--- src/rtl/elderly_mon_pkg.sv ---
// Shared constants and FSM state type for the
// elderly monitor sensor front-end blocks.
package elderly_mon_pkg;

  localparam int unsigned CLK_FREQ_HZ        = 50_000_000;
  localparam int unsigned DEF_WINDOW_CYCLES  = 600_000_000;
  localparam int unsigned DEF_REFRACT_CYCLES = 10_000_000;
  localparam int unsigned DEF_COUNT_W        = 8;

  typedef enum logic {
    ARMED   = 1'b0,
    REFRACT = 1'b1
  } pwc_state_e;

endpackage

--- src/rtl/pulse_window_counter_if.sv ---
// Result bundle of the pulse window counter:
// published count, strobes and overflow flag.
interface pulse_window_counter_if
  import elderly_mon_pkg::*;
#(
  parameter int unsigned COUNT_W = DEF_COUNT_W
);

  logic [COUNT_W-1:0] pulse_count;
  logic               count_valid;
  logic               overflow;
  logic               beat;

  modport master (
    output pulse_count,
    output count_valid,
    output overflow,
    output beat
  );

  modport slave (
    input pulse_count,
    input count_valid,
    input overflow,
    input beat
  );

endinterface

--- src/rtl/pulse_edge_sync.sv ---
// Two-flop synchroniser for an async input plus a
// registered rising-edge detector.
module pulse_edge_sync (
  input  logic clk,
  input  logic reset_n,
  input  logic async_in,
  output logic rise
);

  logic s1_q, s1_d;
  logic s2_q, s2_d;
  logic s3_q, s3_d;
  logic rise_q, rise_d;

  // Shift chain and edge compare
  always_comb begin
    s1_d   = async_in;
    s2_d   = s1_q;
    s3_d   = s2_q;
    rise_d = s2_q & ~s3_q;
  end

  // Sync, history and edge registers
  always_ff @(posedge clk or negedge reset_n) begin
    if (!reset_n) begin
      s1_q   <= 1'b0;
      s2_q   <= 1'b0;
      s3_q   <= 1'b0;
      rise_q <= 1'b0;
    end else begin
      s1_q   <= s1_d;
      s2_q   <= s2_d;
      s3_q   <= s3_d;
      rise_q <= rise_d;
    end
  end

  assign rise = rise_q;

endmodule

--- src/rtl/pulse_window_counter.sv ---
// Heartbeat pulse counter: refractory beat accept,
// windowed accumulation and saturated publish.
module pulse_window_counter
  import elderly_mon_pkg::*;
#(
  parameter int unsigned WINDOW_CYCLES  = DEF_WINDOW_CYCLES,
  parameter int unsigned REFRACT_CYCLES = DEF_REFRACT_CYCLES,
  parameter int unsigned COUNT_W        = DEF_COUNT_W
) (
  input  logic clk,
  input  logic reset_n,
  input  logic enable,
  input  logic pulse_in,
  pulse_window_counter_if.master out_if
);

  localparam int unsigned WIN_W =
    (WINDOW_CYCLES > 1) ? $clog2(WINDOW_CYCLES) : 1;
  localparam int unsigned REF_W =
    (REFRACT_CYCLES > 1) ? $clog2(REFRACT_CYCLES) : 1;
  localparam logic [WIN_W-1:0] WIN_LAST =
    WIN_W'(WINDOW_CYCLES - 1);
  localparam logic [REF_W-1:0] REF_LOAD =
    REF_W'(REFRACT_CYCLES - 1);
  localparam logic [COUNT_W:0] SAT =
    {1'b0, {COUNT_W{1'b1}}};

  logic               rise;
  logic               accept;
  logic               sat_hit;
  logic [COUNT_W:0]   acc_tot;

  pwc_state_e         state_q, state_d;
  logic [REF_W-1:0]   ref_q, ref_d;
  logic [WIN_W-1:0]   win_q, win_d;
  logic [COUNT_W:0]   acc_q, acc_d;
  logic [COUNT_W-1:0] cnt_q, cnt_d;
  logic               ovf_q, ovf_d;
  logic               valid_q, valid_d;
  logic               beat_q, beat_d;

  pulse_edge_sync u_sync (
    .clk      (clk),
    .reset_n  (reset_n),
    .async_in (pulse_in),
    .rise     (rise)
  );

  // Beat acceptance, dead time and window close
  always_comb begin
    state_d = state_q;
    ref_d   = ref_q;
    win_d   = win_q;
    acc_d   = acc_q;
    cnt_d   = cnt_q;
    ovf_d   = ovf_q;
    valid_d = 1'b0;
    beat_d  = 1'b0;
    accept  = 1'b0;
    sat_hit = 1'b0;
    acc_tot = acc_q;
    if (!enable) begin
      state_d = ARMED;
      ref_d   = '0;
      win_d   = '0;
      acc_d   = '0;
    end else begin
      accept = (state_q == ARMED) && rise;
      unique case (state_q)
        ARMED: begin
          if (accept) begin
            ref_d   = REF_LOAD;
            state_d = (REF_LOAD == '0) ? ARMED : REFRACT;
          end
        end
        REFRACT: begin
          if (ref_q != '0) ref_d = ref_q - 1'b1;
          if (ref_q <= REF_W'(1)) state_d = ARMED;
        end
        default: state_d = ARMED;
      endcase
      beat_d = accept;
      // acc holds once its top bit is set so it never wraps
      if (accept && !acc_q[COUNT_W]) acc_tot = acc_q + 1'b1;
      if (win_q == WIN_LAST) begin
        sat_hit = acc_tot > SAT;
        cnt_d   = sat_hit ? '1 : acc_tot[COUNT_W-1:0];
        ovf_d   = sat_hit;
        valid_d = 1'b1;
        acc_d   = '0;
        win_d   = '0;
      end else begin
        acc_d = acc_tot;
        win_d = win_q + 1'b1;
      end
    end
  end

  // State, counters and published outputs
  always_ff @(posedge clk or negedge reset_n) begin
    if (!reset_n) begin
      state_q <= ARMED;
      ref_q   <= '0;
      win_q   <= '0;
      acc_q   <= '0;
      cnt_q   <= '0;
      ovf_q   <= 1'b0;
      valid_q <= 1'b0;
      beat_q  <= 1'b0;
    end else begin
      state_q <= state_d;
      ref_q   <= ref_d;
      win_q   <= win_d;
      acc_q   <= acc_d;
      cnt_q   <= cnt_d;
      ovf_q   <= ovf_d;
      valid_q <= valid_d;
      beat_q  <= beat_d;
    end
  end

  assign out_if.pulse_count = cnt_q;
  assign out_if.count_valid = valid_q;
  assign out_if.overflow    = ovf_q;
  assign out_if.beat        = beat_q;

endmodule

--- src/flat_wrapper.sv ---
// flat-port wrapper written by rule: the top's interface ports become plain ports
module pulse_window_counter_flat import elderly_mon_pkg::*;
#(
  parameter int unsigned WINDOW_CYCLES  = DEF_WINDOW_CYCLES,
  parameter int unsigned REFRACT_CYCLES = DEF_REFRACT_CYCLES,
  parameter int unsigned COUNT_W        = DEF_COUNT_W
)
  (clk, reset_n, enable, pulse_in, out_if_pulse_count, out_if_count_valid, out_if_overflow, out_if_beat);
  pulse_window_counter_if #(.COUNT_W(COUNT_W)) out_if_i ();
  input  logic clk;
  input  logic reset_n;
  input  logic enable;
  input  logic pulse_in;
  output wire logic [$bits(out_if_i.pulse_count)-1:0] out_if_pulse_count;
  output wire logic [$bits(out_if_i.count_valid)-1:0] out_if_count_valid;
  output wire logic [$bits(out_if_i.overflow)-1:0] out_if_overflow;
  output wire logic [$bits(out_if_i.beat)-1:0] out_if_beat;
  assign out_if_pulse_count = out_if_i.pulse_count;
  assign out_if_count_valid = out_if_i.count_valid;
  assign out_if_overflow = out_if_i.overflow;
  assign out_if_beat = out_if_i.beat;
  pulse_window_counter #(.WINDOW_CYCLES(WINDOW_CYCLES), .REFRACT_CYCLES(REFRACT_CYCLES), .COUNT_W(COUNT_W)) u_core (.clk(clk), .reset_n(reset_n), .enable(enable), .pulse_in(pulse_in), .out_if(out_if_i));
endmodule
--- config.mk ---
export PLATFORM = sky130hd
export DESIGN_NAME = pulse_window_counter_flat
export DESIGN_NICKNAME = d
export VERILOG_FILES = /design/src/rtl/elderly_mon_pkg.sv /design/src/rtl/pulse_window_counter_if.sv /design/src/rtl/pulse_edge_sync.sv /design/src/rtl/pulse_window_counter.sv /design/src/flat_wrapper.sv
export SDC_FILE = /design/constraint.sdc
export NUM_CORES = 1
export LEC_CHECK = 0
export BUFFER_PORTS_ARGS = -buffer_cell sky130_fd_sc_hd__buf_2
export CAP_MARGIN = 0
export CORE_MARGIN = 3
export CORE_UTILIZATION = 65
export DETAILED_ROUTE_END_ITERATION = 6
export PLACE_DENSITY = 0.93
export SLEW_MARGIN = 30
export SYNTH_ARGS = -nofsm -noshare
export SYNTH_HDL_FRONTEND = slang
export SYNTH_SLANG_ARGS = --single-unit
--- constraint.sdc ---
create_clock -name clk -period 5.97 [get_ports clk]
set_input_delay 0.597 -clock clk [delete_from_list [all_inputs] [get_ports clk]]
set_output_delay 0.597 -clock clk [all_outputs]
set_load 0.01 [all_outputs]
==> metrics.md, run 1 <==
| Metric | Value |
|---|---|
| Outcome | `finished, final reports clean` |
| First-pass GRT wire length | `~15,000 um` |
| Least-Margin Pin Slew | `939 ps` |
| Die area | `6910 um2` |
| Fillcell total | `roughly 350` |
| Final Max Slew Viols | `0` |
| Final Total Pwr | `between 1000 and 1500 uW` |
| Critical path required time | `between 6000 and 7000 ps` |
| Most common cell after layout, fill and taps aside | `dfrtp_1` |
| Commonest non-fill, non-tap cells in the layout | `dfrtp_1, nor2_1, nand2_1` |
| Initial drt markers | `about 350` |
| DRT Pass-1 Iters | `5` |
| Worst Path Class, Setup | `reg2reg` |
| Total Nets Final | `423` |
| Crit path DAT | `3020 ps` |
| Share of layout cells above drive strength 1 | `0.0907` |
| Crit path max fanout | `29` |
| Clk sinks | `79` |
| Area Growth Syn to Fin | `7.70%` |
| Tmin final | `2800 ps` |
| Core Footprint | `5640 um2` |
| Met1 WL | `3660 um` |
| Total global routing overflow | `0` |
| Clock Latency Late Sink | `between 300 and 400 ps` |
| Reg area | `around 2000 um2` |
| Period utilisation layout | `0.469` |
| H-Tree Depth | `3` |
| Top cells by area, synth | `dfrtp_1, nor2_1, xor2_1` |
| Post-Synthesis Cells | `401` |
| Wire per inst | `17.7 um` |
| Hold Crit Class | `in2async` |
| Initial Util | `0.685` |
| Vias per cell | `about 6.6` |
| Dpl hpwl | `5590 um` |
| Routability cong. | `0.952` |
| Register bit total from synthesis | `79` |
| Num CTS Buffers | `9` |
| Initial antenna violation count | `0` |
| RSZ-0062 raised after global routing | `false` |
| Final Hold Fails | `0` |
| Critical path launch point type | `flip-flop` |
| Fmax | `0.357 GHz` |
| Yosys top cell area share | `0.511` |
| Final setup TNS | `0 ps` |
| Row cnt | `27` |
| Leakage | `0.00189 uW` |
| Die X | `83.1 um` |
| Pin count of the biggest net entering global routing | `80` |
| Io pins | `15` |
| Drt total wl | `just under 9000 um` |
| Port Buffer Count | `14` |
| Cts hold-fix bufs | `0` |
| Worst vdd ir | `0.198 mV` |
| DRC viols | `0` |
| Highest routed layer | `met4` |
| Hold_ws | `246 ps` |
| Dominant cell type by area after synthesis | `dfrtp_1` |
| Post-Syn Area | `between 3000 and 4000 um2` |
| Setup Fix Bufs, Post-CTS | `0` |
| Post-synth cell types | `47` |
| Total number of vias | `3,217` |
| Max-slew headroom | `0.369` |
| Metal3 WL | `534 um` |
| YS warnings | `0` |
| TritonCTS clock tree | `yes` |
| CTS clk-pin slew, worst paths | `approximately 90 ps` |
| Synthesized Nets | `410` |
| GRT Overall Usage | `0.266` |
| Number of routed nets with antenna violations | `0` |
| N_diodes | `0` |
| P per Cell Area | `277 nW/um2` |
| Worst Setup End Kind | `flip-flop` |
| Clk root buf | `clkbuf_8` |
| Die height | `83.1 um` |
| Seq/Total Area, Yosys | `0.511` |
| Post-CTS resize count | `0` |
| Final-report setup violation count | `0` |
| Worst Clk Skew | `9.93 ps` |
| CTS Buffer Depth | `2` |
| Multi-input logic area | `1800 um2` |
| Vias in the first global route | `3,222` |
| Mean Syn Cell Area | `a little under 10 um2` |
| Max cap viols | `0` |
| Metal2 WL | `4310 um` |
## flip-flops by register name (all words and copies together), names as in the netlist
signal	cells
u_core.acc_q	9
u_core.out_if.beat	1
u_core.out_if.count_valid	1
u_core.out_if.overflow	1
u_core.out_if.pulse_count	8
u_core.ref_q	24
u_core.state_q	1
u_core.u_sync.rise	1
u_core.u_sync.s1_q	1
u_core.u_sync.s2_q	1
u_core.u_sync.s3_q	1
u_core.win_q	30
## cell families after synthesis
kind of cell / after synthesis / synth area share
AOI/OAI and AO/OA: 75 / 0.127
buffers and inverters: 22 / 0.0239
adders and majority gates: 5 / 0.0162
xor gates and xnor gates: 35 / 0.0793
DFF: 79 / 0.511
and+or+nand+nor: 184 / 0.240
muxes: 1 / 0.00259
## report_power, final
part           internal [uW]  switching, uW  total (uW)
Clock                    165            205         369
Sequential               562           39.3         601
Combinational           63.0            122         185
Total                    789            366        1160
## synth_stat cells (all sizes together)
| master | count |
|---|---|
| a21o | 2 |
| a21oi | 18 |
| a221o | 1 |
| a22o | 5 |
| a311oi | 1 |
| a31oi | 11 |
| and2 | 3 |
| and3 | 10 |
| and4 | 2 |
| and4b | 1 |
| buf | 6 |
| clkbuf | 7 |
| clkinv | 1 |
| dfrtp | 79 |
| ha | 5 |
| inv | 8 |
| mux2i | 1 |
| nand2 | 33 |
| nand2b | 2 |
| nand3 | 19 |
| nand4 | 14 |
| nand4b | 1 |
| nor2 | 61 |
| nor2b | 3 |
| nor3 | 12 |
| nor3b | 1 |
| nor4 | 9 |
| nor4b | 2 |
| o211ai | 1 |
| o21a | 1 |
| o21ai | 22 |
| o221a | 1 |
| o22a | 2 |
| o311a | 1 |
| o311ai | 1 |
| o31ai | 5 |
| o41ai | 3 |
| or3 | 6 |
| or3b | 1 |
| or4 | 4 |
| xnor2 | 9 |
| xor2 | 26 |
## layer usage
metal	vias up	track usage
met5	-	0
met4	0	0.111
met3	24	0.0714
met2	155	0.432
met1	1577	0.337
li1	1461	-
## final timing paths
| kind | start | endpoint | slack, ps | depth (start not counted) |
|---|---|---|---|---|
| setup / recovery | u_core.win_q[0]$_DFF_PN0_ | u_core.win_q[29]$_DFF_PN0_ | 3170 | 6 |
| hold / removal | reset_n | u_core.ref_q[13]$_DFFE_PN0P_ | 250 | 1 |
| setup reg to reg | u_core.win_q[0]$_DFF_PN0_ | u_core.win_q[29]$_DFF_PN0_ | 3170 | 6 |
| hold reg to reg | u_core.u_sync.s3_q$_DFF_PN0_ | u_core.u_sync.rise$_DFF_PN0_ | 390 | 1 |
| max in group asynchronous | reset_n | u_core.win_q[17]$_DFF_PN0_ | 5240 | 1 |
| min in group clk | pulse_in | u_core.u_sync.s1_q$_DFF_PN0_ | 350 | 1 |
## worst max-delay path, stage by stage (launching register included)
cell and delay, ps:
dfrtp_1 420, ha_1 260, nand3_1 180, nor4_2 870, nand2b_1 440, buf_4 380
nor2_1 100
## layout make-up
| cell class | instances | area share |
|---|---|---|
| multi-input combinational | 300 | 0.431 |
| inverter | 9 | 0.00811 |
| sequential | 79 | 0.475 |
| tap | 72 | 0.0216 |
| clock inverter | 6 | 0.0108 |
| clock buffer | 10 | 0.0331 |
| timing repair buffer | 15 | 0.0201 |
## per-stage QoR
stage / area, um2 / utilization / cells / setup slack, ps
2_1_floorplan: 3870 / - / 401 / 3660
3_3_place_gp: 3980 / 0.705 / 475 / 3300
3_5_place_dp: 3980 / 0.705 / 475 / 3250
4_1_cts: 4160 / 0.737 / 491 / 3220
5_1_grt: 4160 / 0.738 / 491 / 2990
6_report: 4160 / 0.738 / 491 / 3170
Note: power is estimated with default switching activity, not from simulation.
==> inputs of run 2 (changes only) <==
- CORE_UTILIZATION: 65 -> 61
- PLACE_DENSITY: 0.93 -> 0.89
- clock period: 5.97 -> 2.8 ns (I/O delays scaled with it)
==> metrics.md, run 2 (synthesis gave the netlist of run 1 again) <==
| Metric | Value |
|---|---|
| P per Cell Area | `610 nW/um2 (+120%)` |
| Worst Clk Skew | `17.3 ps (+7.37 ps)` |
| Max reg flops | `30 (unchanged)` |
| DRT Pass-1 Iters | `6 (+1)` |
| Vias per cell | `6.51 (-0.70%)` |
| TritonCTS clock tree | `yes` |
| Area Growth Syn to Fin | `11.0%` |
| Tmin final | `2480 ps (-316 ps)` |
| Max-slew headroom | `0.503 (+0.135)` |
| Regs by FF count | `u_core.win_q x30, u_core.ref_q x24, u_core.acc_q x9` |
| Placed Area | `4060 um2 (+2.2%)` |
| Critical path launch point type | `flip-flop` |
| Crit-path max cell delay | `520 ps (-350 ps)` |
| Routability cong. | `0.896 (-5.8%)` |
| Pre-CTS setup slack | `457 ps (-2790 ps)` |
| Metal2 WL | `4330 um (+0.46%)` |
| Clock Latency Late Sink | `360 ps (about the same)` |
| Most common cell after layout, fill and taps aside | `dfrtp_1` |
| Initial antenna violation count | `0 (unchanged)` |
| Least-Margin Pin Slew | `745 ps (-194 ps)` |
| Total number of vias | `3,292 (+2.3%)` |
| Biggest register | `u_core.win_q` |
| Die X | `85.6 um (+3.0%)` |
| Final-report setup violation count | `0 (unchanged)` |
| Clk sinks | `79 (unchanged)` |
| Total Nets Final | `435 (+2.8%)` |
| Commonest non-fill, non-tap cells in the layout | `dfrtp_1, nor2_1, nand2_1` |
| Initial Util | `0.642 (-0.0437)` |
| Worst vdd ir | `0.384 mV (+94%)` |
| Wire per inst | `17.4 um (-1.8%)` |
| CTS Buffer Depth | `2 (unchanged)` |
| Leakage | `0.00195 uW (+3.3%)` |
| First-pass GRT wire length | `15,100 um (+1.1%)` |
| Initial drt markers | `412 (+17%)` |
| Final setup TNS | `0 ps (unchanged)` |
| CP cell instances | `inv_1, ha_1, or3b_2, nand4b_1, or4_1, o21ai_0, a21oi_1, nor2_1` |
| Final Hold Fails | `0 (unchanged)` |
| Number of routed nets with antenna violations | `0 (unchanged)` |
| Worst Setup End Kind | `flip-flop` |
| Fillcell total | `439 (+27%)` |
| RSZ-0062 raised after global routing | `false` |
| N_diodes | `0 (unchanged)` |
| Highest routed layer | `met4` |
| Fmax | `0.403 GHz (+13%)` |
| Row cnt | `28 (+3.7%)` |
| Metal3 WL | `593 um (+11%)` |
| Max cap viols | `0 (unchanged)` |
| Port Buffer Count | `14 (unchanged)` |
| Die height | `85.6 um (+3.0%)` |
| H-Tree Depth | `3 (unchanged)` |
| Pin count of the biggest net entering global routing | `80 (unchanged)` |
| Worst Path Class, Setup | `reg2reg` |
| CP max stage cell | `or3b_2` |
| Num CTS Buffers | `9 (unchanged)` |
| Hold Crit Class | `in2reg` |
| Worst path top cell family by delay | `simple AND/OR/NAND/NOR gates` |
| Dpl hpwl | `5680 um (+1.7%)` |
| Crit path max fanout | `7 (-76%)` |
| Critical path required time | `3100 ps (-3100 ps)` |
| Final Total Pwr | `2620 uW (+130%)` |
| Final Max Slew Viols | `0 (unchanged)` |
| Share of layout cells above drive strength 1 | `0.114 (+0.0230)` |
| Die area | `7330 um2 (+6.1%)` |
| Io pins | `15 (unchanged)` |
| Met1 WL | `3630 um (-0.60%)` |
| CTS clk-pin slew, worst paths | `100 ps (about the same)` |
| Crit path buf inv count | `1 (unchanged)` |
| Final Instance Area | `4290 um2 (+3.1%)` |
| Drt total wl | `8810 um (+1.2%)` |
| Crit path DAT | `2780 ps (-240 ps)` |
| Worst Slack Setup Final | `317 ps (-2850 ps)` |
| Period utilisation layout | `0.887 (+0.418)` |
| Core Footprint | `6030 um2 (+6.8%)` |
| Outcome | `finished, final reports clean` |
| DRC viols | `0 (unchanged)` |
| Hold_ws | `41.5 ps (-205 ps)` |
| Vias in the first global route | `3,234 (+0.37%)` |
| GRT Overall Usage | `0.258 (-0.00792)` |
| Clk root buf | `clkbuf_8` |
| Total global routing overflow | `0 (unchanged)` |
run 2: worst paths after layout:
check / start / endpoint / slack (ps) / cells after the start
worst max-delay path: u_core.ref_q[0]$_DFFE_PN0P_ / u_core.ref_q[20]$_DFFE_PN0P_ / 320 / 8
worst min-delay path: pulse_in / u_core.u_sync.s1_q$_DFF_PN0_ / 40 / 1
worst max register to register: u_core.ref_q[0]$_DFFE_PN0P_ / u_core.ref_q[20]$_DFFE_PN0P_ / 320 / 8
worst min register to register: u_core.u_sync.s2_q$_DFF_PN0_ / u_core.u_sync.s3_q$_DFF_PN0_ / 380 / 0
max in group asynchronous: reset_n / u_core.win_q[7]$_DFF_PN0_ / 1810 / 2
min in group asynchronous: reset_n / u_core.ref_q[4]$_DFFE_PN0P_ / 500 / 2
run 2: repair_timing:
| action | CTS | global route |
|---|---|---|
| endpoints found under the hold margin | 0 | 37 |
| buffers inserted | 0 | 0 |
| resized for setup | 0 | 0 |
| hold buffers | 0 | 1 |
run 2: routing by layer:
metal,vias up,global-route usage
met2,172,0.424
met1,1600,0.329
li1,1487,-
met3,33,0.0423
met5,-,0
met4,0,0.135
run 2: final cells by class:
class | count | area [um2] | area share
clock inverters | 7 | 90.1 | 0.0210
clock buffers | 9 | 124 | 0.0289
repair buffers | 27 | 176 | 0.0411
inverters | 9 | 33.8 | 0.00787
well taps | 75 | 93.8 | 0.0219
multi-input cells | 300 | 1800 | 0.419
flip-flops and latches | 79 | 1980 | 0.461
run 2: stage by stage:
step,utilization,cells
floorplan,-,401
global placement,0.674,489
detailed placement,0.674,489
CTS,0.710,505
global route,0.712,506
finish,0.712,506
run 2: report_power, final:
group | switching [uW] | leakage (uW) | total, uW | internal (uW)
clock | 466 | 0.000101 | 896 | 430
sequential | 78.0 | 0.00108 | 1280 | 1200
combinational | 280 | 0.000775 | 444 | 165
total | 823 | 0.00195 | 2620 | 1790
==> inputs of run 3 (changes only) <==
==> constraint.sdc (replaced) <==
create_clock -name clk -period 2.8 [get_ports clk]
set_input_delay 0.56 -clock clk [delete_from_list [all_inputs] [get_ports clk]]
set_output_delay 0.56 -clock clk [all_outputs]
set_load 0.01 [all_outputs]
==> metrics.md, run 3 (synthesis gave the netlist of run 1 again) <==
| Metric | Value |
|---|---|
| Hold_ws | `136 ps (+94.6 ps)` |
| Num CTS Buffers | `9 (unchanged)` |
| Worst Clk Skew | `10.5 ps (-6.77 ps)` |
| Dpl hpwl | `5590 um (-1.6%)` |
| Cts hold-fix bufs | `0 (unchanged)` |
| Clk sinks | `79 (unchanged)` |
| CTS clk-pin slew, worst paths | `80 ps (-20 ps)` |
| Clk root buf | `clkbuf_8` |
| Placed Area | `4080 um2 (+0.49%)` |
| Max reg flops | `30 (unchanged)` |
| Die X | `85.6 um (unchanged)` |
| Row cnt | `28 (unchanged)` |
| Max-slew headroom | `0.511 (+0.00755)` |
| Post-CTS resize count | `0 (unchanged)` |
| CP Depth | `7 (-1)` |
| Initial drt markers | `202 (-51%)` |
| Max cap viols | `0 (unchanged)` |
| Crit path DAT | `2640 ps (-140 ps)` |
| Final Instance Area | `4270 um2 (-0.58%)` |
| P per Cell Area | `583 nW/um2 (-4.4%)` |
| Regs by FF count | `u_core.win_q x30, u_core.ref_q x24, u_core.acc_q x9` |
| Io pins | `15 (unchanged)` |
| Least-Margin Pin Slew | `733 ps (-11.3 ps)` |
| Clock Latency Late Sink | `350 ps (about the same)` |
| Die height | `85.6 um (unchanged)` |
| Initial antenna violation count | `0 (unchanged)` |
| Crit path launch | `u_core.ref_q[0]$_DFFE_PN0P_` |
| Final Max Slew Viols | `0 (unchanged)` |
| Worst r2r path cells | `7 (-1)` |
| DRT Pass-1 Iters | `5 (-1)` |
| DRC viols | `0 (unchanged)` |
| Port Buffer Count | `14 (unchanged)` |
| Crit-path max cell delay | `510 ps (about the same)` |
| Multi-input logic area | `1800 um2 (unchanged)` |
| Wire per inst | `16.3 um (-6.1%)` |
| Hold Crit Class | `in2async` |
| GRT Overall Usage | `0.248 (-0.0100)` |
| TritonCTS clock tree | `yes` |
| Final setup TNS | `0 ps (unchanged)` |
| Outcome | `finished, final reports clean` |
| First-pass GRT wire length | `14,400 um (-4.8%)` |
| Worst Slack Setup Final | `402 ps (+85.2 ps)` |
| Pin count of the biggest net entering global routing | `48 (-40%)` |
| Reg area | `1980 um2 (unchanged)` |
| Routability cong. | `0.899 (+0.30%)` |
| Fillcell total | `449 (+2.3%)` |
| Post-Route Utilization | `0.708 (-0.00415)` |
| Total global routing overflow | `0 (unchanged)` |
| Core Footprint | `6030 um2 (unchanged)` |
| Critical path required time | `3040 ps (-60 ps)` |
| Final-report setup violation count | `0 (unchanged)` |
| Worst Setup End Kind | `flip-flop` |
| Area Growth Syn to Fin | `10.4%` |
| RR Startpoint | `u_core.ref_q[0]$_DFFE_PN0P_` |
| Biggest register | `u_core.win_q` |
| H-Tree Depth | `3 (unchanged)` |
| Commonest non-fill, non-tap cells in the layout | `dfrtp_1, nor2_1, nand2_1` |
| Setup Fix Bufs, Post-CTS | `0 (unchanged)` |
| Die area | `7330 um2 (unchanged)` |
| Crit path buf inv count | `1 (unchanged)` |
| CP max stage cell | `or3b_2` |
| Tmin final | `2400 ps (-85.2 ps)` |
| CTS Buffer Depth | `2 (unchanged)` |
| Final Hold Fails | `0 (unchanged)` |
| Worst path top cell family by delay | `simple AND/OR/NAND/NOR gates` |
| Total number of vias | `3,178 (-3.5%)` |
| Number of routed nets with antenna violations | `0 (unchanged)` |
| Period utilisation layout | `0.856 (-0.0304)` |
| Vias in the first global route | `3,132 (-3.2%)` |
| Pre-CTS setup slack | `469 ps (+12.3 ps)` |
| Initial Util | `0.642 (unchanged)` |
| Share of layout cells above drive strength 1 | `0.114 (unchanged)` |
| RSZ-0062 raised after global routing | `false` |
| Worst Path Class, Setup | `reg2reg` |
| Crit path max fanout | `7 (unchanged)` |
| Critical path launch point type | `flip-flop` |
| Fmax | `0.417 GHz (+3.6%)` |
| Leakage | `0.00194 uW (-0.52%)` |
| CP cell instances | `inv_1, ha_1, or3b_2, nand4b_1, or4_1, o31ai_1, nor2_1` |
| Worst vdd ir | `0.409 mV (+6.6%)` |
| Vias per cell | `6.28 (-3.5%)` |
| N_diodes | `0 (unchanged)` |
| Most common cell after layout, fill and taps aside | `dfrtp_1` |
| Drt total wl | `8270 um (-6.1%)` |
| Total Nets Final | `435 (unchanged)` |
-- run 3: path summary, 6_finish.rpt --
check	slack, ps	to
setup reg to reg	400	u_core.ref_q[20]$_DFFE_PN0P_
hold reg to reg	360	u_core.u_sync.s2_q$_DFF_PN0_
max in group asynchronous	2080	u_core.win_q[1]$_DFF_PN0_
setup / recovery	400	u_core.ref_q[20]$_DFFE_PN0P_
min in group clk	310	u_core.u_sync.s1_q$_DFF_PN0_
hold / removal	140	u_core.ref_q[6]$_DFFE_PN0P_
-- run 3: through the flow --
stage,power (uW),instances
after floorplan,1570,401
after global placement,1700,490
after detailed placement,1720,490
after CTS,2490,506
after global routing,2600,506
final,2490,506
-- run 3: report_power, final --
part	total (uW)	leakage (uW)	internal [uW]	switching, uW
combinational	432	0.000779	166	267
clock	780	0.0000866	354	426
sequential	1270	0.00108	1200	76.3
total	2490	0.00194	1720	769
-- run 3: metal layers --
layer / global-route usage / up-vias / routed length, um
met2: 0.395 / 101 / 3990
li1: - / 1488 / -
met1: 0.326 / 1568 / 3710
met5: 0 / - / 0
met4: 0.125 / 0 / 199
met3: 0.0471 / 21 / 372
-- run 3: cell type report --
cell class                      count  area share
Sequential cell                    79       0.463
Clock inverter                      5     0.00968
Multi-Input combinational cell    300       0.421
Tap cell                           75      0.0220
Timing Repair Buffer               27      0.0428
Inverter                            9     0.00792
Clock buffer                       11      0.0331
